[src/rtl/parking_lot_if.sv]
// Parking-lot gate/status bundle.
// master: drives entry/exit strobes and car class, observes responses and status.
// slave : the controller; consumes strobes, drives responses, occupancy, vacancy,
//         full/over flags and the time of day.
interface parking_lot_if #(
    parameter int unsigned CNT_W = 11
);
    logic             entry_req;
    logic             entry_uni;
    logic             exit_req;
    logic             exit_uni;
    logic             entry_grant;
    logic             entry_deny;
    logic             exit_ack;
    logic             exit_err;
    logic [CNT_W-1:0] uni_parked;
    logic [CNT_W-1:0] guest_parked;
    logic [CNT_W-1:0] uni_vacant;
    logic [CNT_W-1:0] guest_vacant;
    logic             uni_full;
    logic             guest_full;
    logic             uni_over;
    logic             guest_over;
    logic [4:0]       hour;
    logic [5:0]       minute;
    logic [5:0]       second;

    modport master (
        output entry_req, entry_uni, exit_req, exit_uni,
        input  entry_grant, entry_deny, exit_ack, exit_err,
        input  uni_parked, guest_parked, uni_vacant, guest_vacant,
        input  uni_full, guest_full, uni_over, guest_over,
        input  hour, minute, second
    );

    modport slave (
        input  entry_req, entry_uni, exit_req, exit_uni,
        output entry_grant, entry_deny, exit_ack, exit_err,
        output uni_parked, guest_parked, uni_vacant, guest_vacant,
        output uni_full, guest_full, uni_over, guest_over,
        output hour, minute, second
    );
endinterface

[src/rtl/parking_lot_ctrl.sv]
// Two-class parking-lot controller with time-of-day clock and hour-driven
// guest/uni capacity split.
// Ports:
//   clk   - system clock, rising edge
//   rst_n - synchronous active-low reset
//   bus   - parking_lot_if.slave: entry/exit strobes in; registered one-cycle
//           grant/deny/ack/err out; occupancy, vacancy, full/over and time out.
module parking_lot_ctrl #(
    parameter int unsigned TOTAL_CAP  = 700,
    parameter int unsigned CNT_W      = 11,
    parameter int unsigned SEC_DIV    = 1,
    parameter int unsigned START_HOUR = 8,
    parameter int unsigned GUEST_BASE = 200,
    parameter int unsigned GUEST_STEP = 50,
    parameter int unsigned GUEST_OFF  = 500
) (
    input logic          clk,
    input logic          rst_n,
    parking_lot_if.slave bus
);

    localparam int unsigned PRE_W = (SEC_DIV > 1) ? $clog2(SEC_DIV) : 1;

    localparam logic [CNT_W-1:0] TOTAL_C = CNT_W'(TOTAL_CAP);
    localparam logic [CNT_W-1:0] G_BASE  = CNT_W'(GUEST_BASE);
    localparam logic [CNT_W-1:0] G_H13   = CNT_W'(GUEST_BASE + GUEST_STEP);
    localparam logic [CNT_W-1:0] G_H14   = CNT_W'(GUEST_BASE + 2 * GUEST_STEP);
    localparam logic [CNT_W-1:0] G_H15   = CNT_W'(GUEST_BASE + 3 * GUEST_STEP);
    localparam logic [CNT_W-1:0] G_OFF   = CNT_W'(GUEST_OFF);
    localparam logic [CNT_W-1:0] ONE     = CNT_W'(1);

    logic [PRE_W-1:0] presc_q, presc_d;
    logic [5:0]       sec_q, sec_d;
    logic [5:0]       min_q, min_d;
    logic [4:0]       hour_q, hour_d;

    logic [CNT_W-1:0] uni_q, uni_d;
    logic [CNT_W-1:0] guest_q, guest_d;
    logic             grant_q, deny_q, ack_q, err_q;

    logic [CNT_W-1:0] guest_cap_c, uni_cap_c;
    logic [CNT_W-1:0] ex_cnt_c, en_cnt_c, en_cap_c;
    logic             ex_ok_c, en_ok_c;

    // Prescaler and HH:MM:SS ripple carry
    always_comb begin
        presc_d = presc_q + PRE_W'(1);
        sec_d   = sec_q;
        min_d   = min_q;
        hour_d  = hour_q;
        if (presc_q == PRE_W'(SEC_DIV - 1)) begin
            presc_d = '0;
            if (sec_q == 6'd59) begin
                sec_d = '0;
                if (min_q == 6'd59) begin
                    min_d  = '0;
                    hour_d = (hour_q == 5'd23) ? 5'd0 : hour_q + 5'd1;
                end else begin
                    min_d = min_q + 6'd1;
                end
            end else begin
                sec_d = sec_q + 6'd1;
            end
        end
    end

    // Capacity schedule from the current (pre-edge) hour
    always_comb begin
        guest_cap_c = G_OFF;
        if (hour_q >= 5'd8 && hour_q <= 5'd12) guest_cap_c = G_BASE;
        else if (hour_q == 5'd13)              guest_cap_c = G_H13;
        else if (hour_q == 5'd14)              guest_cap_c = G_H14;
        else if (hour_q == 5'd15)              guest_cap_c = G_H15;
        uni_cap_c = TOTAL_C - guest_cap_c;
    end

    // Request arbitration: exit first, then entry against the post-exit count
    always_comb begin
        ex_cnt_c = bus.exit_uni  ? uni_q     : guest_q;
        en_cnt_c = bus.entry_uni ? uni_q     : guest_q;
        en_cap_c = bus.entry_uni ? uni_cap_c : guest_cap_c;
        ex_ok_c  = bus.exit_req && (ex_cnt_c != '0);
        // A same-class exit frees its space for this cycle's entry; an
        // overbooked class still sees count >= cap and keeps denying.
        if (ex_ok_c && (bus.exit_uni == bus.entry_uni)) en_cnt_c = en_cnt_c - ONE;
        en_ok_c  = bus.entry_req && (en_cnt_c < en_cap_c);

        uni_d   = uni_q;
        guest_d = guest_q;
        if (ex_ok_c) begin
            if (bus.exit_uni) uni_d   = uni_d - ONE;
            else              guest_d = guest_d - ONE;
        end
        if (en_ok_c) begin
            if (bus.entry_uni) uni_d   = uni_d + ONE;
            else               guest_d = guest_d + ONE;
        end
    end

    // State registers
    always_ff @(posedge clk) begin
        if (!rst_n) begin
            presc_q <= '0;
            sec_q   <= '0;
            min_q   <= '0;
            hour_q  <= 5'(START_HOUR);
            uni_q   <= '0;
            guest_q <= '0;
            grant_q <= 1'b0;
            deny_q  <= 1'b0;
            ack_q   <= 1'b0;
            err_q   <= 1'b0;
        end else begin
            presc_q <= presc_d;
            sec_q   <= sec_d;
            min_q   <= min_d;
            hour_q  <= hour_d;
            uni_q   <= uni_d;
            guest_q <= guest_d;
            grant_q <= en_ok_c;
            deny_q  <= bus.entry_req && !en_ok_c;
            ack_q   <= ex_ok_c;
            err_q   <= bus.exit_req && !ex_ok_c;
        end
    end

    // Status derived from registered counts and hour; vacancy floors at 0
    assign bus.entry_grant  = grant_q;
    assign bus.entry_deny   = deny_q;
    assign bus.exit_ack     = ack_q;
    assign bus.exit_err     = err_q;
    assign bus.uni_parked   = uni_q;
    assign bus.guest_parked = guest_q;
    assign bus.uni_over     = uni_q   > uni_cap_c;
    assign bus.guest_over   = guest_q > guest_cap_c;
    assign bus.uni_vacant   = (uni_q   > uni_cap_c)   ? '0 : uni_cap_c   - uni_q;
    assign bus.guest_vacant = (guest_q > guest_cap_c) ? '0 : guest_cap_c - guest_q;
    assign bus.uni_full     = (bus.uni_vacant   == '0);
    assign bus.guest_full   = (bus.guest_vacant == '0);
    assign bus.hour         = hour_q;
    assign bus.minute       = min_q;
    assign bus.second       = sec_q;

endmodule
[src/flat_wrapper.sv]
// flat-port wrapper written by rule: the top's interface ports become plain ports
module parking_lot_ctrl_flat 
#(
    parameter int unsigned TOTAL_CAP  = 700,
    parameter int unsigned CNT_W      = 11,
    parameter int unsigned SEC_DIV    = 1,
    parameter int unsigned START_HOUR = 8,
    parameter int unsigned GUEST_BASE = 200,
    parameter int unsigned GUEST_STEP = 50,
    parameter int unsigned GUEST_OFF  = 500
)
  (clk, rst_n, bus_entry_req, bus_entry_uni, bus_exit_req, bus_exit_uni, bus_entry_grant, bus_entry_deny, bus_exit_ack, bus_exit_err, bus_uni_parked, bus_guest_parked, bus_uni_vacant, bus_guest_vacant, bus_uni_full, bus_guest_full, bus_uni_over, bus_guest_over, bus_hour, bus_minute, bus_second);
  parking_lot_if #(.CNT_W(CNT_W)) bus_i ();
  input logic clk;
  input logic rst_n;
  input wire logic [$bits(bus_i.entry_req)-1:0] bus_entry_req;
  input wire logic [$bits(bus_i.entry_uni)-1:0] bus_entry_uni;
  input wire logic [$bits(bus_i.exit_req)-1:0] bus_exit_req;
  input wire logic [$bits(bus_i.exit_uni)-1:0] bus_exit_uni;
  output wire logic [$bits(bus_i.entry_grant)-1:0] bus_entry_grant;
  output wire logic [$bits(bus_i.entry_deny)-1:0] bus_entry_deny;
  output wire logic [$bits(bus_i.exit_ack)-1:0] bus_exit_ack;
  output wire logic [$bits(bus_i.exit_err)-1:0] bus_exit_err;
  output wire logic [$bits(bus_i.uni_parked)-1:0] bus_uni_parked;
  output wire logic [$bits(bus_i.guest_parked)-1:0] bus_guest_parked;
  output wire logic [$bits(bus_i.uni_vacant)-1:0] bus_uni_vacant;
  output wire logic [$bits(bus_i.guest_vacant)-1:0] bus_guest_vacant;
  output wire logic [$bits(bus_i.uni_full)-1:0] bus_uni_full;
  output wire logic [$bits(bus_i.guest_full)-1:0] bus_guest_full;
  output wire logic [$bits(bus_i.uni_over)-1:0] bus_uni_over;
  output wire logic [$bits(bus_i.guest_over)-1:0] bus_guest_over;
  output wire logic [$bits(bus_i.hour)-1:0] bus_hour;
  output wire logic [$bits(bus_i.minute)-1:0] bus_minute;
  output wire logic [$bits(bus_i.second)-1:0] bus_second;
  assign bus_i.entry_req = bus_entry_req;
  assign bus_i.entry_uni = bus_entry_uni;
  assign bus_i.exit_req = bus_exit_req;
  assign bus_i.exit_uni = bus_exit_uni;
  assign bus_entry_grant = bus_i.entry_grant;
  assign bus_entry_deny = bus_i.entry_deny;
  assign bus_exit_ack = bus_i.exit_ack;
  assign bus_exit_err = bus_i.exit_err;
  assign bus_uni_parked = bus_i.uni_parked;
  assign bus_guest_parked = bus_i.guest_parked;
  assign bus_uni_vacant = bus_i.uni_vacant;
  assign bus_guest_vacant = bus_i.guest_vacant;
  assign bus_uni_full = bus_i.uni_full;
  assign bus_guest_full = bus_i.guest_full;
  assign bus_uni_over = bus_i.uni_over;
  assign bus_guest_over = bus_i.guest_over;
  assign bus_hour = bus_i.hour;
  assign bus_minute = bus_i.minute;
  assign bus_second = bus_i.second;
  parking_lot_ctrl #(.TOTAL_CAP(TOTAL_CAP), .CNT_W(CNT_W), .SEC_DIV(SEC_DIV), .START_HOUR(START_HOUR), .GUEST_BASE(GUEST_BASE), .GUEST_STEP(GUEST_STEP), .GUEST_OFF(GUEST_OFF)) u_core (.clk(clk), .rst_n(rst_n), .bus(bus_i));
endmodule
[config.mk]
export PLATFORM = sky130hd
export DESIGN_NAME = parking_lot_ctrl_flat
export DESIGN_NICKNAME = d
export VERILOG_FILES = /design/src/rtl/parking_lot_if.sv /design/src/rtl/parking_lot_ctrl.sv /design/src/flat_wrapper.sv
export SDC_FILE = /design/constraint.sdc
export NUM_CORES = 1
export LEC_CHECK = 0
export CORE_ASPECT_RATIO = 1.75
export CORE_MARGIN = 5
export CORE_UTILIZATION = 55
export CTS_BUF_LIST = sky130_fd_sc_hd__clkbuf_8
export CTS_CLUSTER_DIAMETER = 200
export DETAILED_ROUTE_END_ITERATION = 10
export DONT_BUFFER_PORTS = 1
export PLACE_DENSITY = 0.73
export SLEW_MARGIN = 25
export SYNTH_ARGS = -nofsm -noshare
export SYNTH_HDL_FRONTEND = slang
export SYNTH_SLANG_ARGS = --single-unit
export TNS_END_PERCENT = 5
[constraint.sdc]
create_clock -name clk -period 5.24 [get_ports clk]
set_clock_uncertainty 0.05 [all_clocks]
set_input_delay 1.048 -clock clk [delete_from_list [all_inputs] [get_ports clk]]
set_output_delay 1.048 -clock clk [all_outputs]
set_load 0.05 [all_outputs]
* After elaboration in Yosys (flattened, before gate mapping)
Cells that the tools add are included.
** Word-level totals
- Register bits :: 44
- Word-level logic and storage cells :: 70
** Operators by class
- Add/sub/neg operators :: 12
- $lt $le $gt $ge :: 5
- Equal/unequal tests :: 7
- Multiplexer cells :: 21
- Bitwise gates (word level) :: 1
- Reductions and logical operators :: 14
** Operators with widths (count)
- $mux W11 :: 17
- $sub A11 B1 Y11 const B :: 3
- $add A11 B1 Y11 const B :: 2
- $gt A11 B11 Y1 :: 2
- $logic_not A11 Y1 :: 2
- $sub A11 B11 Y11 :: 2
- $eq A5 B4 Y1 const B :: 3
- $add A6 B1 Y6 const B :: 2
- $eq A6 B6 Y1 const B :: 2
- $mux W6 :: 2
- $lt A11 B11 Y1 :: 1
- $reduce_bool A11 Y1 :: 1
- $sub A10 B11 Y11 const A :: 1
- $mux W8 :: 1
- $logic_and A1 B1 Y1 :: 6
- $add A5 B1 Y5 const B :: 1
- $eq A5 B5 Y1 const B :: 1
- $ge A5 B4 Y1 const B :: 1
- $le A5 B4 Y1 const B :: 1
- $mux W5 :: 1
- $reduce_and A2 Y1 :: 2
- $reduce_and A3 Y1 :: 1
- $logic_not A1 Y1 :: 2
- $add A1 B1 Y1 const B :: 1
- other kinds (2) :: 2

* Logic depth before layout (Yosys ltp)
- Word-level depth :: 11
- Mapped depth :: 19
- Depth with buffers taken out :: 17

* Worst setup path after synthesis
OpenSTA, ideal clock, no wires.
- Path kind :: reg-to-output
- Start :: reg u_core.hour_q[0], in the netlist u_core.bus.hour[0]
- End :: out bus_uni_vacant[10]
- Data arrival time :: 4810 ps
- Setup slack :: -668 ps
- Stages on the path, launching flop included :: 17
- Path buffers :: 1
- Path through :: dfxtp_1 > inv_1 > ha_1 > nand2b_1 > and3_1 > clkbuf_1 > a21oi_1 > nand3b_1 > xnor2_1 > ha_1 > o21ai_0 > a21oi_1 > o41ai_1 > o21ai_0 > a21oi_1 > or2_2 > a211oi_1
** On the way
- Cells in the longest elaborated chain, start to end :: 8
- Elaborated cells on any way between the ends :: 14
- Those cells by class :: add/sub (2); order compare (3); eq/ne (3); mux (5); reduce/logical (1)
** Ends and longest elaborated chain
- start: declaration :: line parking_lot_ctrl.sv:35 : logic [4:0] hour_q, hour_d;
- start signal: assignment :: line parking_lot_ctrl.sv:106 : hour_q <= 5'(START_HOUR);
- start signal: assignment :: line parking_lot_ctrl.sv:117 : hour_q <= hour_d;
- $eq A5 B4 Y1 :: line parking_lot_ctrl.sv:73 : else if (hour_q == 5'd15) guest_cap_c = G_H15;
- $mux W8 :: line parking_lot_ctrl.sv:73
- $mux W11 :: line parking_lot_ctrl.sv:72 : else if (hour_q == 5'd14) guest_cap_c = G_H14;
- $mux W11 :: line parking_lot_ctrl.sv:71 : else if (hour_q == 5'd13) guest_cap_c = G_H13;
- $mux W11 (*) :: line parking_lot_ctrl.sv:70 : if (hour_q >= 5'd8 && hour_q <= 5'd12) guest_cap_c = G_BASE;
- $sub A10 B11 Y11 (*) :: line parking_lot_ctrl.sv:74 : uni_cap_c = TOTAL_C - guest_cap_c;
- $sub A11 B11 Y11 or $gt A11 B11 Y1 (tied branches) :: line parking_lot_ctrl.sv:136 : assign bus.uni_vacant = (uni_q > uni_cap_c) ? '0 : uni_cap_c - uni_q;
- $mux W11 (*) :: line parking_lot_ctrl.sv:136
- end: declaration :: line flat_wrapper.sv:26 : output wire logic [$bits(bus_i.uni_vacant)-1:0] bus_uni_vacant;
Mark *: on every way between the ends. The rest lies on a longest branch, timed or not.

* Worst setup path after layout
- Start :: reg u_core.hour_q[1], in the netlist u_core.bus.hour[1]
- End :: out bus_guest_full
** On the way
- Cells in the longest elaborated chain, start to end :: 8
- Elaborated cells on any way between the ends :: 14
- Those cells by class :: add/sub (1); order compare (3); eq/ne (3); mux (5); reduce/logical (2)
** Ends and longest elaborated chain
- $eq A5 B4 Y1 :: line parking_lot_ctrl.sv:73
- $mux W8 :: line parking_lot_ctrl.sv:73
- $mux W11 :: line parking_lot_ctrl.sv:72
- $mux W11 :: line parking_lot_ctrl.sv:71
- $mux W11 (*) :: line parking_lot_ctrl.sv:70
- $sub A11 B11 Y11 or $gt A11 B11 Y1 (tied branches) :: line parking_lot_ctrl.sv:137 : assign bus.guest_vacant = (guest_q > guest_cap_c) ? '0 : guest_cap_c - guest_q;
- $mux W11 (*) :: line parking_lot_ctrl.sv:137
- $logic_not A11 Y1 (*) :: line parking_lot_ctrl.sv:139 : assign bus.guest_full = (bus.guest_vacant == '0);
- end: declaration :: line flat_wrapper.sv:29 : output wire logic [$bits(bus_i.guest_full)-1:0] bus_guest_full;
Marks and branches as above.

==> results.md <==
* Initial antenna violation count at 0
* Post-layout minimum cycle time at about 5000 ps
* CP Class: reg -> out
* Global route overflow at 0
* Drt total wl at ~13 mm
* First-pass GRT wire length at a little over 20 mm
* Synth-to-Final Area Change at 16.6%
* RSZ-0062 raised after global routing: false
* EDFF count, synth at 0
* Layout cells sized above 1 at 0.178
* Core footprint at 0.00786 mm²
* Startpoint types: register
* Async SR Flop Fraction at 0
* CTS tree: yes
* Warnings, synthesis at 0
* Crit share post-route at 0.951
* Post-route ant nets at 0
* Count of final hold-check violations at 0
* Vias in the first global route at ~4300
* Final hold slack at 529 ps
* Post-synthesis sequential area ratio at 0.200
* Max-cap viol count at 0
* Post-cts hold buffer count at 0
* First-pass DRT Iterations at 8
* Port Buf Inserts at 0
* Area of the multi-input gates at between 0.003 and 0.004 mm²
* Bufs on Longest Clock Path at 2
* Post-synthesis instance area at between 0.004 and 0.005 mm²
* Setup WS pre-CTS at -92.0 ps
* H-tree depth at 2
* Slew HR at 0.390
* CTS buffer count at 5
* Yosys reg bits at 44
* Clk sinks at 44
* Fmax at between 0.2 and 0.25 GHz
* Worst-skew pair later-pin latency at ~300 ps
* Gr usage total at 0.248
* WP data required at approximately 4100 ps
* Final net count at between 600 and 700
* Clk pin slew, worst setup/hold paths at 80 ps
* I/O pin total at between 70 and 80
* Slew @ Worst Pin at slightly above 900 ps
* CP Max Fanout at 6
* FILL cells at between 600 and 700
* GP Congestion at ~0.96
* Largest net degree at the start of global routing at 31
* Arr. time, crit path at between 3000 and 4000 ps
* Antenna diodes at 0
* Syn_area_per_cell at 7.59 µm²
* # rows at 43
* Wirelength per Cell at 17.4 µm
* Post-layout util at 0.653
* Syn Inst Count at 580
* Final setup fails at 0
* Worst Setup End Kind: primary output
* Max Slew Vio Count at 0
* Root buffer selected by CTS: clkbuf_8
* Storage element area at around 890 µm²
* Post-DP HPWL at 10.2 mm
* Detailed Route Iter0 Violations at approximately 190
* Final TNS setup at 0 ps
* Die Width at between 70 and 80 µm
* Hold crit path type: reg -> reg
* Residual DRC count at 0
* Status: finished clean
* Area of the die at between 0.009 and 0.01 mm²
* Via count at between 4000 and 5000
* Die height at approximately 130 µm
* Ys flop type: dfxtp_1
* PnR worst setup slack at roughly 260 ps
* Vias per cell at 5.98
* Starting density of the core at 0.560
* Distinct cells, synth at 70
[metal layers]
layer / global-route usage / vias up / share of wire
li1: - / 2139 / -
met1: 0.247 / 1965 / 0.36
met2: 0.469 / 162 / 0.53
met3: 0.0485 / 43 / 0.060
met4: 0.133 / 0 / 0.045
met5: 0 / - / 0
[worst max-delay path, stage by stage (launching register included)]
cell and delay (ps):
dfxtp_4 420, ha_1 230, and3_1 190, ha_1 240, a22oi_2 220, nor2_1 90
buf_4 180, fa_1 440, a21o_1 180, a21oi_1 210, nor2b_1 80, o21ai_0 250
a21oi_1 210, nor3b_1 220, a21oi_1 60, o21bai_1 150, buf_4 220
[layout make-up]
class,instances,area share
repair buffers,67,0.100
clock inverters,2,0.00146
clock buffers,6,0.0161
inverters,35,0.0256
flip-flops and latches,44,0.173
well taps,90,0.0220
multi-input cells,476,0.662
[final timing paths]
kind / start / endpoint / slack [ps] / cells past startpoint
max: u_core.bus.hour[1]$_SDFFE_PN0P_ / bus_guest_full / 260 / 16
min: u_core.presc_q$_SDFF_PN0_ / u_core.bus.second[1]$_SDFFE_PN0N_ / 530 / 2
max reg2reg: u_core.bus.guest_parked[0]$_SDFF_PN0_ / u_core.bus.guest_parked[4]$_SDFF_PN0_ / 360 / 18
min reg2reg: u_core.presc_q$_SDFF_PN0_ / u_core.bus.second[1]$_SDFFE_PN0N_ / 530 / 2
[cell usage after synthesis, types with 3 or more instances]
cell,n,area [µm²]
nor3_1,22,110
a21oi_1,29,145
nor4_1,9,56.3
and3_1,3,18.8
buf_2,5,25.0
or3_1,10,62.6
nor2b_1,8,50.1
or2_2,5,31.3
nor3b_1,9,67.6
nor2_1,81,304
a21o_1,4,30.0
a211oi_1,5,37.5
or4_1,7,52.6
xor2_1,20,175
nand3b_1,6,45.0
mux2i_1,21,210
inv_1,35,131
nand4_1,15,93.8
nand2_1,31,116
o21a_1,3,22.5
clkbuf_1,19,71.3
xnor2_1,48,420
nand2b_1,6,37.5
dfxtp_1,44,881
o21ai_0,19,95.1
o41ai_1,3,26.3
nand3_1,22,110
ha_1,38,475
a31oi_1,3,18.8
[cells by family (layout without fill, tap and decap cells)]
kind of cell | Yosys count | in the layout | synth area share
adder cells (fa/ha/maj) | 40 | 40 | 0.117
other | 2 | 4 | 0.00171
AND/OR/NAND/NOR | 251 | 251 | 0.297
flip-flops | 44 | 44 | 0.200
multiplexers | 22 | 22 | 0.0509
buffers and inverters | 62 | 110 | 0.0569
AO/OA/AOI/OAI | 91 | 91 | 0.141
XOR/XNOR | 68 | 68 | 0.135
[timing repair]
item,4_1_cts,5_1_grt
buffers inserted,0,2
pin swaps,1,1
gates resized for setup,3,8
endpoints found under the setup margin,10,26
hold endpoints to repair,0,0
[metrics by stage]
step	cell area, µm²	cells
2_1_floorplan	4490	582
3_3_place_gp	4990	710
3_5_place_dp	4990	710
4_1_cts	5080	718
5_1_grt	5130	720
6_report	5130	720
[sequential cells by signal, indices dropped and copies added, names as in the netlist]
signal	flops
u_core.presc_q	1
u_core.bus.guest_parked	11
u_core.bus.hour	5
u_core.bus.entry_grant	1
u_core.bus.exit_err	1
u_core.bus.second	6
u_core.bus.minute	6
u_core.bus.exit_ack	1
u_core.bus.entry_deny	1
u_core.bus.uni_parked	11
[cells in the final DEF (no fill, tap or decap), types with 7 or more instances in the layout]
master and instances:
nor2b_1 8, xor2_1 20, or4_1 7, dfxtp_1 42, ha_1 38, a21oi_1 26, nor2_1 72, inv_1 37
nor3b_1 9, buf_4 66, nor2_4 9, nand4_1 15, nand2_1 31, or3_1 10, nor3_1 22, nand3_1 22
nor4_1 9, o21ai_0 16, xnor2_1 48, mux2i_1 21
Power is left out: the tool's default activity adds up to more than one toggle a clock period on the data nets, which glitch-free logic cannot reach.
